--- src/rtl/gru_hidden_streamer.sv ---
// gru_hidden_streamer: captures the GRU cell's parallel h_t on each done pulse,
// keeps it as the recurrent h_state and streams it as H words over valid/ready.
// Optional macro GRU_STREAM_PARITY_EN adds an m_parity output (XOR of m_data).
module gru_hidden_streamer #(
  parameter int H           = 16,
  parameter int DATA_WIDTH  = 26,
  parameter int FRAME_CNT_W = 16
) (
  input  logic                      clk,
  input  logic                      rst_n,
  input  logic                      done_in,
  input  logic [H*DATA_WIDTH-1:0]   h_t_in,
  input  logic                      m_ready,
  output logic                      m_valid,
  output logic [DATA_WIDTH-1:0]     m_data,
  output logic                      m_last,
  output logic [$clog2(H)-1:0]      m_index,
  output logic [H*DATA_WIDTH-1:0]   h_state,
  output logic                      busy,
  output logic                      overrun,
`ifdef GRU_STREAM_PARITY_EN
  output logic                      m_parity,
`endif
  output logic [FRAME_CNT_W-1:0]    frame_cnt
);

  localparam int IDX_W = $clog2(H);

  typedef enum logic {S_IDLE, S_STREAM} state_t;
  state_t state;

  // h_state doubles as the frame buffer: both change only on accepted captures.
  logic                  hs;
  logic                  last_hs;
  logic                  capture;
  logic                  drop;
  logic [IDX_W-1:0]      next_idx;
  logic [DATA_WIDTH-1:0] word_next;
  logic [DATA_WIDTH-1:0] load_data;
  logic                  load;

  // Handshake decode and selection of the word to present next.
  always_comb begin
    hs        = m_valid & m_ready;
    last_hs   = hs & m_last;
    capture   = done_in & ((state == S_IDLE) | last_hs);
    drop      = done_in & (state == S_STREAM) & ~last_hs;
    next_idx  = m_index + IDX_W'(1);
    word_next = h_state[int'(next_idx)*DATA_WIDTH +: DATA_WIDTH];
    load      = 1'b0;
    load_data = m_data;
    if (capture) begin
      load      = 1'b1;
      load_data = h_t_in[DATA_WIDTH-1:0];
    end else if ((state == S_STREAM) && hs && !m_last) begin
      load      = 1'b1;
      load_data = word_next;
    end
  end

  // Control FSM with registered stream outputs; a final handshake coinciding
  // with done_in restarts the next frame without a valid bubble.
  always_ff @(posedge clk or negedge rst_n) begin
    if (!rst_n) begin
      state     <= S_IDLE;
      m_valid   <= 1'b0;
      m_data    <= '0;
      m_last    <= 1'b0;
      m_index   <= '0;
      h_state   <= '0;
      busy      <= 1'b0;
      overrun   <= 1'b0;
      frame_cnt <= '0;
`ifdef GRU_STREAM_PARITY_EN
      m_parity  <= 1'b0;
`endif
    end else begin
      if (capture) begin
        state   <= S_STREAM;
        h_state <= h_t_in;
        m_index <= '0;
        m_valid <= 1'b1;
        busy    <= 1'b1;
        m_last  <= 1'b0;
      end else if ((state == S_STREAM) && hs) begin
        if (m_last) begin
          state   <= S_IDLE;
          m_valid <= 1'b0;
          busy    <= 1'b0;
          m_last  <= 1'b0;
        end else begin
          m_index <= next_idx;
          m_last  <= (next_idx == IDX_W'(H-1));
        end
      end
      if (load) begin
        m_data   <= load_data;
`ifdef GRU_STREAM_PARITY_EN
        m_parity <= ^load_data;
`endif
      end
      if (last_hs) frame_cnt <= frame_cnt + FRAME_CNT_W'(1);
      if (drop)    overrun   <= 1'b1;
    end
  end

endmodule

--- config.mk ---
export PLATFORM = sky130hd
export DESIGN_NAME = gru_hidden_streamer
export DESIGN_NICKNAME = d
export VERILOG_FILES = /design/src/rtl/gru_hidden_streamer.sv
export SDC_FILE = /design/constraint.sdc
export NUM_CORES = 1
export LEC_CHECK = 0
export ABC_AREA = 1
export CORE_AREA = 2 2 341 343
export DETAILED_ROUTE_END_ITERATION = 6
export DIE_AREA = 0 0 343 345
export PLACE_DENSITY = 0.44
export SLEW_MARGIN = 10
export SYNTH_ARGS = -nofsm -noshare
export SYNTH_HDL_FRONTEND = slang
export SYNTH_SLANG_ARGS = --single-unit
export TNS_END_PERCENT = 20
--- constraint.sdc ---
create_clock -name clk -period 2.9 [get_ports clk]
set_input_delay 0.87 -clock clk [delete_from_list [all_inputs] [get_ports clk]]
set_output_delay 0.87 -clock clk [all_outputs]
set_load 0.005 [all_outputs]
# Yosys cells after proc, flatten, opt, wreduce, memory -nomap -nowiden
# Cells that the tools add are included.
[word_totals]
output_inout_bits = 466
ff_bits = 465
inputBits = 420
word_cells = 43
[op_classes]
add_sub_neg = 2
n_mul = 1
reduce_logical = 9
muxes = 13
shift = 1
bitwise = 8
n_eq_ne = 2
[op_table]
columns = ["operator", "n"]
rows = [
  ["416-bit by 10-bit indexed part select with 26-bit output", 1],
  ["26-bit two-way mux", 2],
  ["16-bit by 1-bit adder with 16-bit output (second input constant)", 1],
  ["4-bit two-way mux", 3],
  ["4-bit by 4-bit multiplier with 8-bit output (second input constant)", 1],
  ["1-bit two-way mux", 8],
  ["2-bit AND reduction", 3],
  ["2-bit nonzero test", 3],
  ["1-bit AND", 5],
  ["4-bit by 1-bit adder with 4-bit output (second input constant)", 1],
  ["4-bit equality test (second input constant)", 1],
  ["1-bit logical AND", 2],
  ["2-bit by 1-bit != test with 1-bit output (second input constant)", 1],
  ["1-bit inverter", 2],
  ["1-bit logical NOT", 1],
  ["1-bit bitwise OR", 1],
]

# Depth between registers and ports, before layout
# Gate-level depths: netlist (run 1).
[depth]
ltp_word = 6
ltp_mapped = 14
mapped_depth_nobuf = 10

# Worst setup path before layout (run 1)
# No wires, ideal clock.
[synth_timing]
kind = "register -> register"
startpoint = "register m_index[0]"
endpoint = "register m_data[12]"
stages_incl_launch_ff = 15
t_arrival_ns = 2.257
t_required_ns = 2.776
n_path_buf = 5
setup_slack_ns = 0.518
setup_ns = 0.124
period_less_slack_ns = 2.382
cell_sequence = "dfrtp_1 buf_2 inv_2 buf_2 clkbuf_1 ha_1 clkbuf_1 buf_1 a21oi_1 o21ai_0 nand3_1 nand3_1 nand2_1 nand2_1 nand3_1"
[synth_between]
elab_chain_len = 5
[synth_rtl]
columns = ["element", "line", "text"]
rows = [
  ["from (decl)", "17", "output logic [$clog2(H)-1:0] m_index,"],
  ["from (signal assigned)", "92", "m_index <= next_idx;"],
  ["4-bit by 1-bit adder with 4-bit output", "48", "next_idx = m_index + IDX_W'(1);"],
  ["4-bit by 4-bit multiplier with 8-bit output", "49", "word_next = h_state[int'(next_idx)*DATA_WIDTH +: DATA_WIDTH];"],
  ["416-bit by 10-bit indexed part select with 26-bit output", "49", ""],
  ["26-bit two-way mux", "55", "end else if ((state == S_STREAM) && hs && !m_last) begin"],
  ["26-bit two-way mux", "52", "if (capture) begin"],
  ["to (signal assigned)", "97", "m_data <= load_data;"],
  ["to (decl)", "15", "output logic [DATA_WIDTH-1:0] m_data,"],
]
# No other way between the ends. The select of a mux whose other input is x is not followed.
# A chain may end at the register's enable or synchronous reset.

# Worst setup path after layout (run 1)
[layout_timing]
startpoint = "register m_index[0]"
endpoint = "output port m_index[0]"
# No word-level cell between the ends.

==> results of run 1 <==
[sequential cells by signal, indices dropped and copies added (netlist names)]
| signal | cells |
|---|---|
| frame_cnt | 16 |
| m_data | 26 |
| h_state | 416 |
| m_last | 1 |
| overrun | 1 |
| m_index | 4 |
| busy | 1 |
[cell usage in the layout (no fill, tap or decap), types with 2 or more instances in the layout]
| master | n |
|---|---|
| a21oi_1 | 54 |
| buf_12 | 38 |
| buf_4 | 65 |
| bufinv_16 | 8 |
| clkbuf_1 | 3 |
| clkbuf_16 | 63 |
| clkbuf_8 | 18 |
| clkdlybuf4s50_1 | 884 |
| clkinv_2 | 18 |
| clkinv_4 | 2 |
| dfrtp_1 | 463 |
| diode_2 | 6 |
| ha_1 | 2 |
| inv_1 | 358 |
| inv_2 | 3 |
| inv_6 | 4 |
| nand2_1 | 957 |
| nand3_1 | 300 |
| nor2_1 | 63 |
| o211ai_1 | 39 |
| o21ai_0 | 377 |
| o21ai_1 | 10 |
| xnor2_1 | 7 |
| xor2_1 | 6 |
| xor2_4 | 3 |
[worst reg2reg max path, delay by kind of cell, from the launching register on]
family	cells	cell delay, ns
buf+inv	4	0.98
compound gates	1	0.12
flops	1	0.51
fa+ha+maj	1	0.24
simple gates	5	0.78
[per-stage QoR]
stage	util (%)	instance area (µm²)
after global placement	28.8	33200
after detailed placement	28.8	33200
after floorplan	-	21900
final	30.8	35500
after global routing	30.8	35500
after CTS	30.8	35500
[worst min-delay path by stage]
stage	from	to	slack, ns	cells after the start
5_1_grt	rst_n	h_state[97]	0.21	1
3_3_place_gp	overrun	overrun	0.47	1
4_1_cts	rst_n	h_state[97]	0.21	1
3_5_place_dp	overrun	overrun	0.46	1
2_1_floorplan	frame_cnt[15]	frame_cnt[15]	0.47	1
6_report	rst_n	h_state[97]	0.22	1
[cells by family after synthesis]
kind of cell / after synthesis
simple gates: 1325
buf+inv: 547
compound gates: 482
flops: 465
xor+xnor: 17
fa+ha+maj: 3
[layout make-up]
cell class	count	area (µm²)
inverter	364	1380
multi-input combinational	1827	8150
clock inverter	31	374
sequential	465	11600
antenna	6	15.0
fill	12500	79600
clock buffer	84	1840
tap	1524	1910
timing repair buffer	990	10200
[power groups by stage]
| stage | logic [mW] | registers, mW | clock network, mW |
|---|---|---|---|
| floorplan | 8.82 | 11.8 | 0 |
| global placement | 24.6 | 12.3 | 0 |
| detailed placement | 24.6 | 12.3 | 0 |
| CTS | 24.9 | 12.2 | 8.61 |
| global route | 26.3 | 12.6 | 8.86 |
| finish | 24.2 | 12.2 | 8.39 |
[what timing repair did]
| item | 4_1_cts | 5_1_grt |
|---|---|---|
| buffers inserted | 2 | 0 |
| setup endpoints to repair | 1 | 2 |
| pin swaps | 0 | 1 |
| gates cloned | 1 | 0 |
| resized for setup | 1 | 1 |
[routing by layer]
| metal | global-route usage, % | up-vias | wire length (µm) |
|---|---|---|---|
| li1 | - | 10700 | - |
| met1 | 26.0 | 10800 | 53200 |
| met2 | 36.3 | 719 | 63300 |
| met3 | 5.48 | 129 | 9010 |
| met4 | 5.06 | 10 | 2790 |
| met5 | 0 | - | 62 |
==> results.sh, run 1 <==
export IMPL_status="complete, no violations"
export IMPL_drt_iter0_markers=1605
export IMPL_finalCritPeriodShare_pct=95.4
export IMPL_dr_pass1_iters=5
export IMPL_wirelength_mm=128
export IMPL_pre_cts_ws_ns=-0.113
export IMPL_port_buffers=885
export IMPL_p_int_mw=25.1
export IMPL_synth_common_cells="958 x nand2_1, 465 x dfrtp_1, 377 x o21ai_0"
export IMPL_crit_path_max_fanout=40
export IMPL_grt_usage_pct=21.0
export IMPL_finish_net_count=4132
export IMPL_cp_top_family="buffers and inverters"
export IMPL_start_kind="flip-flop"
export IMPL_grt_overflow_total=0
export IMPL_fin_setup_tns_ns=0
export IMPL_power_switching_mw=19.7
export IMPL_yosysMostFrequentCell="nand2_1"
export IMPL_hold_viol=0
export IMPL_crit_path_end_kind="primary output"
export IMPL_rsz0062_at_grt="false"
export IMPL_start_util_pct=19.0
export IMPL_fin_crit_ns=2.77
export IMPL_dpl_hpwl_mm=102
export IMPL_min_path_type="input pin to asynchronous set/reset pin"
export IMPL_gp_congestion=0.881
export IMPL_ff2ff_setup_slack_ns=0.21
export IMPL_max_cap_violations=0
export IMPL_cts_tree="yes"
export IMPL_yosysSeqAreaShare_pct=53.1
export IMPL_core_region_area_um2=115000
export IMPL_grt_pass1_wl_mm=177
export IMPL_crit_path_start="m_index[0]"
export IMPL_p_total_mw=44.9
export IMPL_critical_path_class="flip-flop to primary output"
export IMPL_wl_per_cell_um=24.3
export IMPL_synth_cell_area_um2=21900
export IMPL_grt_max_degree=113
export IMPL_cts_buffers=61
export IMPL_die_h_um=345
export IMPL_avgSynthCellArea_um2=7.72
export IMPL_whs_ns=0.217
export IMPL_layoutNonFillerInstCount=5291
export IMPL_reg2reg_depth=11
export IMPL_synth_top_family_by_area="simple AND/OR/NAND/NOR gates"
export IMPL_synth_cell_type_count=25
export IMPL_r2r_end="m_data[18]"
export IMPL_clockBufferDepth=3
export IMPL_ir_drop_v=0.000514
export IMPL_slowest_delay_ns=0.56
export IMPL_critical_path_required_ns=2.03
export IMPL_ant_nets=0
export IMPL_path_cells="buf_16, clkdlybuf4s50_1"
export IMPL_cp_depth=2
export IMPL_switching_share_pct=44.0
export IMPL_synthTopCellsByArea="dfrtp_1 53%, nand2_1 16%, o21ai_0 8.6%"
export IMPL_synth_mux_area_share_pct=0
export IMPL_synthArstFlopShare_pct=100
export IMPL_grt_pass1_vias=22600
export IMPL_synthAdderAreaFrac_pct=0.171
export IMPL_skew_ns=0.0207
export IMPL_cp_endpoint="m_index[0]"
export IMPL_final_layout_size_suffix_gt1_share_pct=6.22
export IMPL_power_leakage_nw=16.0
export IMPL_max_freq_ghz=0.362
export IMPL_vias_per_cell=4.23
export IMPL_power_frac_seq_pct=27.3
export IMPL_antenna_found_initial=12
export IMPL_ys_warn_count=0
export IMPL_dp_cells=5167
export IMPL_setup_viol=0
export IMPL_clk_pin_slew_ns=0.06
export IMPL_combPwrFrac_pct=54.0
export IMPL_vias=22400
export IMPL_yosysTopAreaCell="dfrtp_1"
export IMPL_clkLatencyLatePin_ns=0.66
export IMPL_synthSimpleGateAreaFrac_pct=24.5
export IMPL_p_clk_share_pct=18.7
export IMPL_die_w_um=343
export IMPL_synthToLayoutAreaGrowth_pct=61.9
export IMPL_crit_buf_inv=2
export IMPL_yosysTopAreaCellShare_pct=53.1
export IMPL_synth_seq_cells=465
export IMPL_critical_path_arrival_ns=1.90
export IMPL_synth_compound_area_share_pct=11.5
export IMPL_rows=125
export IMPL_cts_hold_buf=0
export IMPL_maxSlewHeadroom_pct=29.2
export IMPL_drv_slew=0
export IMPL_cts_max_level=2
export IMPL_design_die_area_um2=118000
export IMPL_synth_xor_area_share_pct=0.782
export IMPL_synth_edf_count=0
export IMPL_ys_flop_type="dfrtp_1"
export IMPL_reg2reg_from="m_index[0]"
export IMPL_boundaryPins=886
export IMPL_synthCells=2839
export IMPL_timing_final_ws_setup_ns=0.134
export IMPL_drcViolationCount=0
export IMPL_worstMarginPinSlew_ns=1.06
export IMPL_cts_sinks=465
export IMPL_cellPowerDensity_nw_per_um2=1260
export IMPL_root_buffer="clkbuf_16"
export IMPL_synthesis_nets=3262
export IMPL_crit_path_top_delay_cell="clkdlybuf4s50_1"
Note: power is estimated with default switching activity, not from simulation.
==> inputs of run 2 (changes only) <==
--- a/config.mk
+++ b/config.mk
@@ -6,10 +6,12 @@
 export NUM_CORES = 1
 export LEC_CHECK = 0
 export ABC_AREA = 1
-export CORE_AREA = 2 2 341 343
+export CELL_PAD_IN_SITES_DETAIL_PLACEMENT = 0
+export CELL_PAD_IN_SITES_GLOBAL_PLACEMENT = 1
+export CORE_AREA = 2 2 340 342
 export DETAILED_ROUTE_END_ITERATION = 6
-export DIE_AREA = 0 0 343 345
-export PLACE_DENSITY = 0.44
+export DIE_AREA = 0 0 342 344
+export PLACE_DENSITY = 0.57
 export SLEW_MARGIN = 10
 export SYNTH_ARGS = -nofsm -noshare
 export SYNTH_HDL_FRONTEND = slang
==> run 2 against run 1 <==
Core utilization rose by 0.34 points. Critical endpoint unchanged. Register-to-register slack worse by 0.02 ns. Highest routed layer unchanged. Clock-buffer cell count grew 3.
==> results.sh, run 2 (synthesis results as in run 1) <==
export IMPL_timing_final_ws_setup_ns=0.153
export IMPL_grt_overflow_total=0
export IMPL_cts_hold_buf=0
export IMPL_finalCritPeriodShare_pct=94.7
export IMPL_worstMarginPinSlew_ns=1.10
export IMPL_rsz0062_at_grt="false"
export IMPL_vias_per_cell=4.19
export IMPL_skew_ns=0.0244
export IMPL_cts_buffers=61
export IMPL_final_core_utilization_pct=31.2
export IMPL_design_die_area_um2=118000
export IMPL_whs_ns=0.149
export IMPL_critical_path_required_ns=2.03
export IMPL_wl_per_cell_um=24.1
export IMPL_final_layout_size_suffix_gt1_share_pct=6.01
export IMPL_fin_setup_tns_ns=0
export IMPL_power_switching_mw=19.5
export IMPL_slowest_delay_ns=0.55
export IMPL_port_buffers=885
export IMPL_core_region_area_um2=114000
export IMPL_power_leakage_nw=15.9
export IMPL_layout_common_cells="957 x nand2_1, 883 x clkdlybuf4s50_1, 463 x dfrtp_1"
export IMPL_top_register="h_state"
export IMPL_grt_pass1_vias=22700
export IMPL_wirelength_mm=127
export IMPL_cp_top_family="buffers and inverters"
export IMPL_synthToLayoutAreaGrowth_pct=62.0
export IMPL_critical_path_arrival_ns=1.88
export IMPL_ff2ff_setup_slack_ns=0.19
export IMPL_p_clk_share_pct=18.1
export IMPL_root_buffer="clkbuf_16"
export IMPL_max_freq_ghz=0.364
export IMPL_met3WireLength_mm=8.71
export IMPL_dpl_hpwl_mm=100
export IMPL_finish_net_count=4135
export IMPL_largest_register_ff_count=416
export IMPL_drcViolationCount=0
export IMPL_fillers=12300
export IMPL_reg2reg_depth=10
export IMPL_top_regs="h_state x416, m_data x26, frame_cnt x16"
export IMPL_drv_slew=0
export IMPL_placed_area_um2=33300
export IMPL_grt_pass1_wl_mm=175
export IMPL_p_int_mw=24.8
export IMPL_pre_cts_ws_ns=0.0554
export IMPL_cts_sinks=465
export IMPL_path_cells="buf_16, clkdlybuf4s50_1"
export IMPL_dp_cells=5158
export IMPL_hold_viol=0
export IMPL_grt_max_degree=127
export IMPL_maxSlewHeadroom_pct=26.8
export IMPL_cellPowerDensity_nw_per_um2=1250
export IMPL_crit_path_end_kind="primary output"
export IMPL_status="complete, no violations"
export IMPL_top_layer="met5"
export IMPL_m1WireLength_mm=52.0
export IMPL_antenna_found_initial=20
export IMPL_rows=124
export IMPL_cts_tree="yes"
export IMPL_switching_share_pct=44.0
export IMPL_drt_iter0_markers=1513
export IMPL_start_util_pct=19.2
export IMPL_setup_viol=0
export IMPL_layoutNonFillerInstCount=5284
export IMPL_cts_max_level=2
export IMPL_ir_drop_v=0.000530
export IMPL_die_w_um=342
export IMPL_dr_pass1_iters=5
export IMPL_start_kind="flip-flop"
export IMPL_fin_crit_ns=2.75
export IMPL_gp_congestion=0.850
export IMPL_min_path_type="input pin to asynchronous set/reset pin"
export IMPL_clk_pin_slew_ns=0.06
export IMPL_r2r_end="m_data[14]"
export IMPL_reg2reg_from="m_index[0]"
export IMPL_max_cap_violations=0
export IMPL_boundaryPins=886
export IMPL_combPwrFrac_pct=54.5
export IMPL_die_h_um=344
export IMPL_clkLatencyLatePin_ns=0.67
export IMPL_vias=22200
export IMPL_crit_path_top_delay_cell="clkdlybuf4s50_1"
export IMPL_clockBufferDepth=3
export IMPL_power_frac_seq_pct=27.3
export IMPL_crit_buf_inv=2
export IMPL_final_common_cell="nand2_1"
export IMPL_wl_met2_mm=62.4
export IMPL_crit_path_max_fanout=17
export IMPL_critical_path_class="flip-flop to primary output"
export IMPL_grt_usage_pct=21.0
export IMPL_ant_nets=0
export IMPL_final_area_um2=35500
export IMPL_p_total_mw=44.3
run 2: cell types whose count changed in the layout (fill, tap and decap cells not counted), sizes merged:
cell,previous run,this run
buf,105,108
bufinv,8,6
clkbuf,84,87
clkdlybuf4s50,884,883
clkinv,20,13
clkinvlp,0,1
diode,6,13
dlymetal6s2s,0,1
run 2: worst max path at each step:
stage | depth (start not counted) | to | slack, ns | start
5_1_grt | 10 | m_data[1] | 0.04 | m_index[0]
3_5_place_dp | 10 | h_state[125] | 0.06 | m_ready
2_1_floorplan | 14 | m_data[12] | 0.52 | m_index[0]
6_report | 2 | m_index[0] | 0.15 | m_index[0]
4_1_cts | 1 | m_index[3] | 0.01 | m_index[3]
3_3_place_gp | 10 | h_state[35] | 0.07 | m_ready
run 2: routing by layer:
layer / vias up / global-route usage (%)
met2: 702 / 35.6
met5: - / 0
met3: 167 / 5.34
met4: 12 / 7.90
met1: 10600 / 25.6
li1: 10700 / -
run 2: power groups by stage:
stage          logic [mW]  clock network, mW  registers (mW)
2_1_floorplan        8.82                  0            11.8
3_3_place_gp         24.6                  0            12.2
3_5_place_dp         24.7                  0            12.2
4_1_cts              24.9               8.26            12.1
5_1_grt              26.3               8.50            12.5
6_report             24.2               8.04            12.1
run 2: what timing repair did:
item	CTS	global route
gates cloned	1	0
endpoints found under the setup margin	2	1
gates resized for setup	2	1
setup buffers	2	0
run 2: area by class of cell:
type | instances | area, µm² | area share (%)
Inverter | 364 | 1380 | 3.89
Sequential cell | 465 | 11600 | 32.8
Tap cell | 1512 | 1890 | 5.33
Multi-Input combinational cell | 1827 | 8150 | 23.0
Timing Repair Buffer | 993 | 10300 | 29.0
Clock inverter | 23 | 305 | 0.860
Antenna cell | 13 | 32.5 | 0.0917
Clock buffer | 87 | 1780 | 5.03
==> inputs of run 3 (changes only) <==
--- a/config.mk
+++ b/config.mk
@@ -9,9 +9,12 @@
 export CELL_PAD_IN_SITES_DETAIL_PLACEMENT = 0
 export CELL_PAD_IN_SITES_GLOBAL_PLACEMENT = 1
 export CORE_AREA = 2 2 340 342
+export CTS_CLUSTER_DIAMETER = 40
 export DETAILED_ROUTE_END_ITERATION = 6
 export DIE_AREA = 0 0 342 344
+export HOLD_SLACK_MARGIN = 0.08
 export PLACE_DENSITY = 0.57
+export SETUP_SLACK_MARGIN = 0.15
 export SLEW_MARGIN = 10
 export SYNTH_ARGS = -nofsm -noshare
 export SYNTH_HDL_FRONTEND = slang
==> run 3 against run 2 <==
Wire length up 0.44%. Cell count up 1.6%. Sequential power about the same. Fmax up 0.12%. Non-clock buffer count unchanged. Final area up 4.3%. Flip-flop and latch count unchanged.
==> results.sh, run 3 (synthesis results as in run 1) <==
export IMPL_status="complete, no violations"
export IMPL_synthToLayoutAreaGrowth_pct=68.9
export IMPL_grt_overflow_total=0
export IMPL_wl_per_cell_um=23.8
export IMPL_r2r_end="m_data[6]"
export IMPL_reg2reg_from="m_index[0]"
export IMPL_critical_path_arrival_ns=1.87
export IMPL_boundaryPins=886
export IMPL_reg2reg_depth=10
export IMPL_ant_nets=0
export IMPL_cellPowerDensity_nw_per_um2=1310
export IMPL_min_path_type="input pin to asynchronous set/reset pin"
export IMPL_rsz0062_at_grt="true"
export IMPL_final_layout_size_suffix_gt1_share_pct=7.93
export IMPL_core_region_area_um2=114000
export IMPL_power_leakage_nw=16.7
export IMPL_critical_path_class="flip-flop to primary output"
export IMPL_crit_path_end_kind="primary output"
export IMPL_crit_path_max_fanout=17
export IMPL_start_util_pct=19.2
export IMPL_skew_ns=0.0276
export IMPL_start_kind="flip-flop"
export IMPL_ir_drop_v=0.000503
export IMPL_grt_max_degree=127
export IMPL_grt_usage_pct=21.2
export IMPL_port_buffers=885
export IMPL_drt_iter0_markers=1416
export IMPL_drv_slew=0
export IMPL_dr_pass1_iters=5
export IMPL_finish_net_count=4181
export IMPL_top_regs="h_state x416, m_data x26, frame_cnt x16"
export IMPL_setup_viol=0
export IMPL_finalCritPeriodShare_pct=94.6
export IMPL_root_buffer="clkbuf_16"
export IMPL_path_cells="buf_16, clkdlybuf4s50_1"
export IMPL_worstMarginPinSlew_ns=1.11
export IMPL_fin_crit_ns=2.74
export IMPL_fillers=12200
export IMPL_rows=124
export IMPL_fin_setup_tns_ns=0
export IMPL_grt_pass1_wl_mm=177
export IMPL_cts_sinks=465
export IMPL_layout_common_cells="957 x nand2_1, 883 x clkdlybuf4s50_1, 462 x dfrtp_1"
export IMPL_top_register="h_state"
export IMPL_gp_congestion=0.850
export IMPL_antenna_found_initial=17
export IMPL_design_die_area_um2=118000
export IMPL_largest_register_ff_count=416
export IMPL_wirelength_mm=128
export IMPL_drcViolationCount=0
export IMPL_dpl_hpwl_mm=100
export IMPL_hold_viol=0
export IMPL_ff2ff_setup_slack_ns=0.17
export IMPL_final_common_cell="nand2_1"
export IMPL_slowest_delay_ns=0.55
export IMPL_clkLatencyLatePin_ns=0.68
export IMPL_cts_tree="yes"
export IMPL_max_freq_ghz=0.364
export IMPL_cts_max_level=3
export IMPL_max_cap_violations=0
export IMPL_maxSlewHeadroom_pct=26.0
export IMPL_die_w_um=342
export IMPL_vias=22600
export IMPL_cts_buffers=107
export IMPL_vias_per_cell=4.20
export IMPL_crit_path_top_delay_cell="clkdlybuf4s50_1"
export IMPL_grt_pass1_vias=23300
export IMPL_critical_path_required_ns=2.03
export IMPL_cts_hold_buf=0
export IMPL_final_core_utilization_pct=32.5
export IMPL_clockBufferDepth=3
export IMPL_clk_pin_slew_ns=0.05
export IMPL_die_h_um=344
## run 3: repair_timing
item | 4_1_cts | 5_1_grt
setup buffers | 2 | 0
endpoints found under the setup margin | 9 | 10
resized for setup | 3 | 2
cloned | 1 | 0
## run 3: through the flow
stage | worst slack (ns) | hold WS [ns] | total power, mW | cell area [µm²] | std cells
floorplan | 0.518 | 0.468 | 20.6 | 21900 | 2839
global placement | 0.0707 | 0.482 | 36.8 | 33300 | 5158
detailed placement | 0.0554 | 0.475 | 36.9 | 33300 | 5158
CTS | 0.0365 | 0.194 | 49.5 | 37000 | 5360
global route | 0.0522 | 0.172 | 51.7 | 37000 | 5369
finish | 0.156 | 0.154 | 48.6 | 37000 | 5369
## run 3: critical path, delay by kind of cell (launching register included)
kind	cells	cell delay, ns
buf+inv	2	0.75
flops	1	0.44
## run 3: how the worst max path moves through the flow
stage	from	to
finish	m_index[0]	m_index[0]
global route	m_index[0]	m_data[1]
detailed placement	m_ready	h_state[125]
CTS	m_index[3]	m_index[3]
floorplan	m_index[0]	m_data[12]
global placement	m_ready	h_state[35]
## run 3: power breakdown
| group | leakage, nW | internal [mW] | switching [mW] | total (mW) |
|---|---|---|---|---|
| Combinational | 9.29 | 10.4 | 13.8 | 24.2 |
| Clock | 1.75 | 8.15 | 4.04 | 12.2 |
| Sequential | 5.62 | 9.70 | 2.45 | 12.1 |
## run 3: cell type report
cell class                 count  area, µm²  area share [%]
inverter                     364       1380            3.73
clock buffer                 146       3010            8.12
clock inverter                53        611            1.65
tap                         1512       1890            5.11
multi-input combinational   1827       8150            22.0
timing repair buffer         993      10300            27.8
antenna                        9       22.5          0.0609
sequential                   465      11600            31.5
## run 3: metal layers
| metal | part of all wire [%] | wire (µm) | GRT usage [%] | vias to the layer above |
|---|---|---|---|---|
| li1 | - | - | - | 10800 |
| met1 | 40 | 51600 | 25.3 | 10800 |
| met2 | 49 | 62900 | 35.9 | 752 |
| met3 | 7.3 | 9320 | 6.05 | 177 |
| met4 | 3.2 | 4140 | 8.41 | 12 |
| met5 | 0.054 | 69 | 0 | - |
==> variant 1 (flow settings as in run 1) <==
Add a define of `GRU_STREAM_PARITY_EN`.
--- a/src/rtl/gru_hidden_streamer.sv
+++ b/src/rtl/gru_hidden_streamer.sv
@@ -2,4 +2,6 @@
 // keeps it as the recurrent h_state and streams it as H words over valid/ready.
 // Optional macro GRU_STREAM_PARITY_EN adds an m_parity output (XOR of m_data).
+`define GRU_STREAM_PARITY_EN
+
 module gru_hidden_streamer #(
   parameter int H           = 16,
Function (old outputs only; new: m_parity): kept (equiv_simple and equiv_induct, registers matched by name and starting in step).
==> variant 1 against run 1 <==
The flow now finishes with violations (negative setup slack). Final area is 7.1% higher. Synthesized area rose by 2.3%. Worst setup slack got worse by 0.15 ns. Clock power decreased by 5.4%. Wire length grew 1.1%. Non-clock buffer count increased by 134. Hold slack lost 0.10 ns. Sequential cell count rose by 1. Global-route usage grew 0.19 points. Power grew 18%. Die area is the same. Combinational power grew 36%. Utilization is 2.2 points higher. Critical path depth increased by 18. Critical endpoint is now m_parity$_DFFE_PN0P_. Largest cell class unchanged.
==> variant 1: results (changes against run 1) <==
| Metric | Value |
|---|---|
| Outcome | `complete, but fails checks` |
| Clock skew | `0.0215 ns (+0.000784 ns)` |
| Critical path class | `reg -> reg` |
| Comb_multi_in | `1936 (+6.0%)` |
| Placed cell area | `34700 µm² (+4.6%)` |
| Yosys cell types | `22 (-12%)` |
| Syn Nets | `3412 (+4.6%)` |
| Seq/Total Area, Yosys | `52.0% (-1.1 points)` |
| Clk sink count | `466 (+0.22%)` |
| GP Congestion | `0.845 (-4.1%)` |
| Aggregate routed wire length | `130000 µm (+1.1%)` |
| Slowest library cell on the worst path | `dfrtp_4` |
| Setup_tns | `-0.0157 ns (-0.0157 ns)` |
| CP Max Fanout | `7 (-83%)` |
| Post-Place Worst Slack | `-0.514 ns (-0.401 ns)` |
| Commonest cells post-synth | `1102 x nand2_1, 466 x dfrtp_1, 402 x inv_1` |
| Final setup vio count | `1 (+1)` |
| Buffers excl. clock | `1124 (+14%)` |
| Setup ws final | `-0.0157 ns (-0.150 ns)` |
| Failing checks | `negative setup slack` |
| Met2 Use GR | `37.3% (+0.96 points)` |
| Multi-input gate share of total cell area | `24.3% (+1.3 points)` |
| Gate Count Post-Synth | `2989 (+5.3%)` |
| Inverters | `405 (+11%)` |
| Mapped cell area | `22400 µm² (+2.3%)` |
| Worst Path Arrival | `3.47 ns (+1.57 ns)` |
| Rel. slew slack | `36.6% (+7.4 points)` |
| Drt initial violations | `1364 (-15%)` |
| Clock-cell share of area | `5.42% (-0.81 points)` |
| Sequential cell area share | `30.7% (-2.1 points)` |
| Total Nets Final | `4416 (+6.9%)` |
| Static Leakage | `17.3 nW (+8.2%)` |
| Inst Count DP | `5425 (+5.0%)` |
| Crit-path max cell delay | `0.49 ns (-0.07 ns)` |
| Area contributors post-synth | `dfrtp_1 52%, nand2_1 18%, o21ai_0 8.8%` |
| # resized after CTS | `119 (+118)` |
| DR vias | `23700 (+6.0%)` |
| Compound-Gate Fraction of Synth Area | `11.7% (+0.27 points)` |
variant 1: changes by cell type after synthesis, moves of 12 or more:
| cell | run 1 | this run |
|---|---|---|
| clkbuf_1 | 88 | 162 |
| nand2_1 | 958 | 1102 |
| inv_1 | 358 | 402 |
| o211ai_1 | 39 | 51 |
| nor2_1 | 63 | 16 |
| buf_2 | 79 | 10 |
| nand3_1 | 300 | 287 |
| o21ai_0 | 377 | 395 |
variant 1: routing by layer:
| metal | routed length, µm | vias up |
|---|---|---|
| li1 | - | 11400 |
| met3 | 9590 | 149 |
| met5 | 64 | - |
| met4 | 3120 | 10 |
| met2 | 64500 | 726 |
| met1 | 52600 | 11400 |
variant 1: worst reg2reg max path, cell delays in order (launching register included):
cell,delay (ns)
dfrtp_4,0.49
inv_6,0.05
ha_4,0.36
inv_12,0.09
buf_16,0.17
o211ai_1,0.28
nand3_2,0.29
nand3_2,0.14
nand2_2,0.07
a21oi_2,0.14
nand2_1,0.08
nand2_2,0.07
nand2_1,0.06
nand2_2,0.07
nand2_1,0.07
nand2_2,0.07
nand2_2,0.08
nand2_1,0.07
nand2_1,0.05
nand3_1,0.06
nand2_1,0.05
variant 1: final timing paths:
path / endpoint / slack [ns] / depth (start not counted)
worst max-delay path: m_parity$_DFFE_PN0P_ / -0.02 / 20
max in group asynchronous: h_state[0]$_DFFE_PN0P_ / 1.91 / 3
worst min register to register: overrun$_DFFE_PN0P_ / 0.48 / 1
min in group clk: overrun$_DFFE_PN0P_ / 0.48 / 1
worst max register to register: m_parity$_DFFE_PN0P_ / -0.02 / 20
worst min-delay path: h_state[32]$_DFFE_PN0P_ / 0.12 / 1
variant 1: power by group:
group	internal, mW	switching, mW
clock	4.70	3.24
combinational	14.8	18.1
sequential	9.73	2.41
==> variant 2 (settings of run 1) <==
Made on the original files. Reset style: synchronous (`rst_n`), changed in one clocked block.
--- a/src/rtl/gru_hidden_streamer.sv
+++ b/src/rtl/gru_hidden_streamer.sv
@@ -61,5 +61,5 @@
   // Control FSM with registered stream outputs; a final handshake coinciding
   // with done_in restarts the next frame without a valid bubble.
-  always_ff @(posedge clk or negedge rst_n) begin
+  always_ff @(posedge clk) begin
     if (!rst_n) begin
       state     <= S_IDLE;
Function: differs if rst_n is asserted again (counterexample within 4 cycles, from zero or initial values and one cycle with rst_n low); with rst_n held inactive, the same outputs for 4 cycles.
==> variant 2 against run 1 <==
Worst setup slack worse by 0.0098 ns. Sequential cell count is the same. Synthesized area shrank 5.6%. Final area decreased by 6.0%. Hold slack better by 0.27 ns. Wire length is 1.3% lower. Critical endpoint is now m_index[1]. Highest routed layer is now met4. First-iteration DRC count is 6.7% lower.
Power is not compared: it rests on default switching activity, and its combinational part moved more than twofold at a synthesized area within 25%.
==> variant 2: results (changes against run 1) <==
| Metric | Value |
|---|---|
| Clock skew | `0.0154 ns (-0.00525 ns)` |
| R2R Path End | `m_data[22]$_SDFFE_PN0P_` |
| Drt initial violations | `1498 (-6.7%)` |
| Crit-path max cell delay | `0.76 ns (+0.20 ns)` |
| R2r startpoint | `m_index[0]$_SDFFE_PP0P_` |
| Inst Count DP | `5349 (+3.5%)` |
| First-pass detailed-route iteration total | `6 (+1)` |
| CP Max Fanout | `5 (-88%)` |
| Pin count of the biggest net entering global routing | `128 (+13%)` |
| Vias in the first global route | `22900 (+1.0%)` |
| Clock Path Buffers | `3 (unchanged)` |
| Worst VDD drop | `0.000392 V` |
| Worst R2R Setup Slack | `0.32 ns (+0.11 ns)` |
| Initial antenna violation count | `12 (unchanged)` |
| Aggregate routed wire length | `127000 µm (-1.3%)` |
| Global-route wire length before repair | `174000 µm (-2.0%)` |
| Hold endpoint | `h_state[22]$_SDFFE_PN0P_` |
| Cell family with most CP delay | `buffers and inverters` |
| Worst Hold Class | `reg -> reg` |
| Min-delay src | `h_state[22]$_SDFFE_PN0P_` |
| Worst-margin pin slew | `0.802 ns (-0.260 ns)` |
| Commonest cells post-synth | `801 x nor2_1, 679 x nand2_1, 465 x dfxtp_1` |
| Vias/cell | `4.28 (+1.2%)` |
| Layout cell share with drive strength beyond 1 | `5.11% (-1.1 points)` |
| Hold-critical path depth | `2` |
| Seq/Total Area, Yosys | `45.0% (-8.1 points)` |
| Total Nets Final | `4309 (+4.3%)` |
| H-tree depth | `2 (unchanged)` |
| GP Congestion | `0.835 (-5.2%)` |
| Post-Place Worst Slack | `0.0880 ns (+0.201 ns)` |
| Hold WS | `0.483 ns (+0.266 ns)` |
| Area contributors post-synth | `dfxtp_1 45%, nor2_1 15%, nand2_1 12%` |
| Yosys cell types | `28 (+12%)` |
| Slowest library cell on the worst path | `clkdlybuf4s50_1` |
| Gate Count Post-Synth | `3086 (+8.7%)` |
| TritonCTS Buffers | `57 (-6.6%)` |
| Fill cells | `12800 (+2.9%)` |
| Largest regs | `h_state: 416 flops, m_data: 26 flops, frame_cnt: 16 flops` |
| Ys async rst share | `0% (-100 points)` |
| Cells on worst reg2reg path | `13 (+2)` |
| Outcome | `complete, no violations` |
| Synth warn | `0 (unchanged)` |
| Total setup buffers inserted after CTS | `0 (-2)` |
| Syn Nets | `3509 (+7.6%)` |
| Layout Cells excl Fill | `5465 (+3.3%)` |
| Detail Placement HPWL | `97200 µm (-4.6%)` |
| Clock Latency Late Sink | `0.65 ns` |
| Worst Path Arrival | `1.91 ns` |
| CTS Root Cell | `clkbuf_16` |
| Clock slew at reported path FFs | `0.06 ns (about the same)` |
| Total track usage | `20.4% (-0.61 points)` |
| # port buffers | `885 (unchanged)` |
| Static Leakage | `13.3 nW` |
[variant 2: what timing repair did]
action,in CTS,in global routing
hold endpoints to repair,0,0
setup endpoints to repair,1,0
resized for setup,1,0
[variant 2: kinds of logic (layout without fill, tap and decap cells)]
logic type,Yosys count,after routing,synth area share (%)
DFF,465,465,45.0
buffers and inverters,310,1154,7.65
xor gates and xnor gates,2,2,0.175
AOI/OAI and AO/OA,471,471,11.5
other,0,11,0
and+or+nand+nor,1835,1835,35.5
adders and majority gates,3,3,0.181
[variant 2: worst max-delay path by stage]
stage,from,to,slack (ns)
detailed placement,m_ready,h_state[294]$_SDFFE_PN0P_,0.09
global route,m_index[0]$_SDFFE_PP0P_,m_index[0],0.05
global placement,m_ready,h_state[294]$_SDFFE_PN0P_,0.09
CTS,m_index[0]$_SDFFE_PP0P_,m_index[0],0.03
floorplan,m_index[0]$_SDFFE_PP0P_,m_data[21]$_SDFFE_PN0P_,0.67
finish,m_index[1]$_SDFFE_PP0P_,m_index[1],0.12
[variant 2: cell type report]
class / instances / share of cell area, %
diodes: 11 / 0.0825
clock buffers: 90 / 5.35
clock inverters: 13 / 0.443
inverters: 75 / 0.897
multi-input cells: 2311 / 29.5
flip-flops and latches: 465 / 27.9
well taps: 1524 / 5.72
repair buffers: 976 / 30.1
[variant 2: metrics by stage]
stage / utilization [%] / cell area (µm²)
2_1_floorplan: - / 20700
3_3_place_gp: 27.2 / 31300
3_5_place_dp: 27.2 / 31300
4_1_cts: 28.9 / 33300
5_1_grt: 29.0 / 33300
6_report: 29.0 / 33300
[variant 2: per-layer routing]
| layer | up-vias | track usage (%) | wire, µm | part of all wire, % |
|---|---|---|---|---|
| met1 | 11000 | 23.5 | 50100 | 40 |
| met5 | - | 0 | 0 | 0 |
| li1 | 11500 | - | - | - |
| met2 | 740 | 36.1 | 63600 | 50 |
| met3 | 150 | 4.87 | 8710 | 6.9 |
| met4 | 0 | 7.98 | 4310 | 3.4 |
[variant 2: power by group]
group          internal, mW  total (mW)  switching [mW]
logic                  2.03        4.05            2.02
registers              6.92        7.40           0.483
clock network          4.44        7.49            3.05
total                  13.4        18.9            5.55
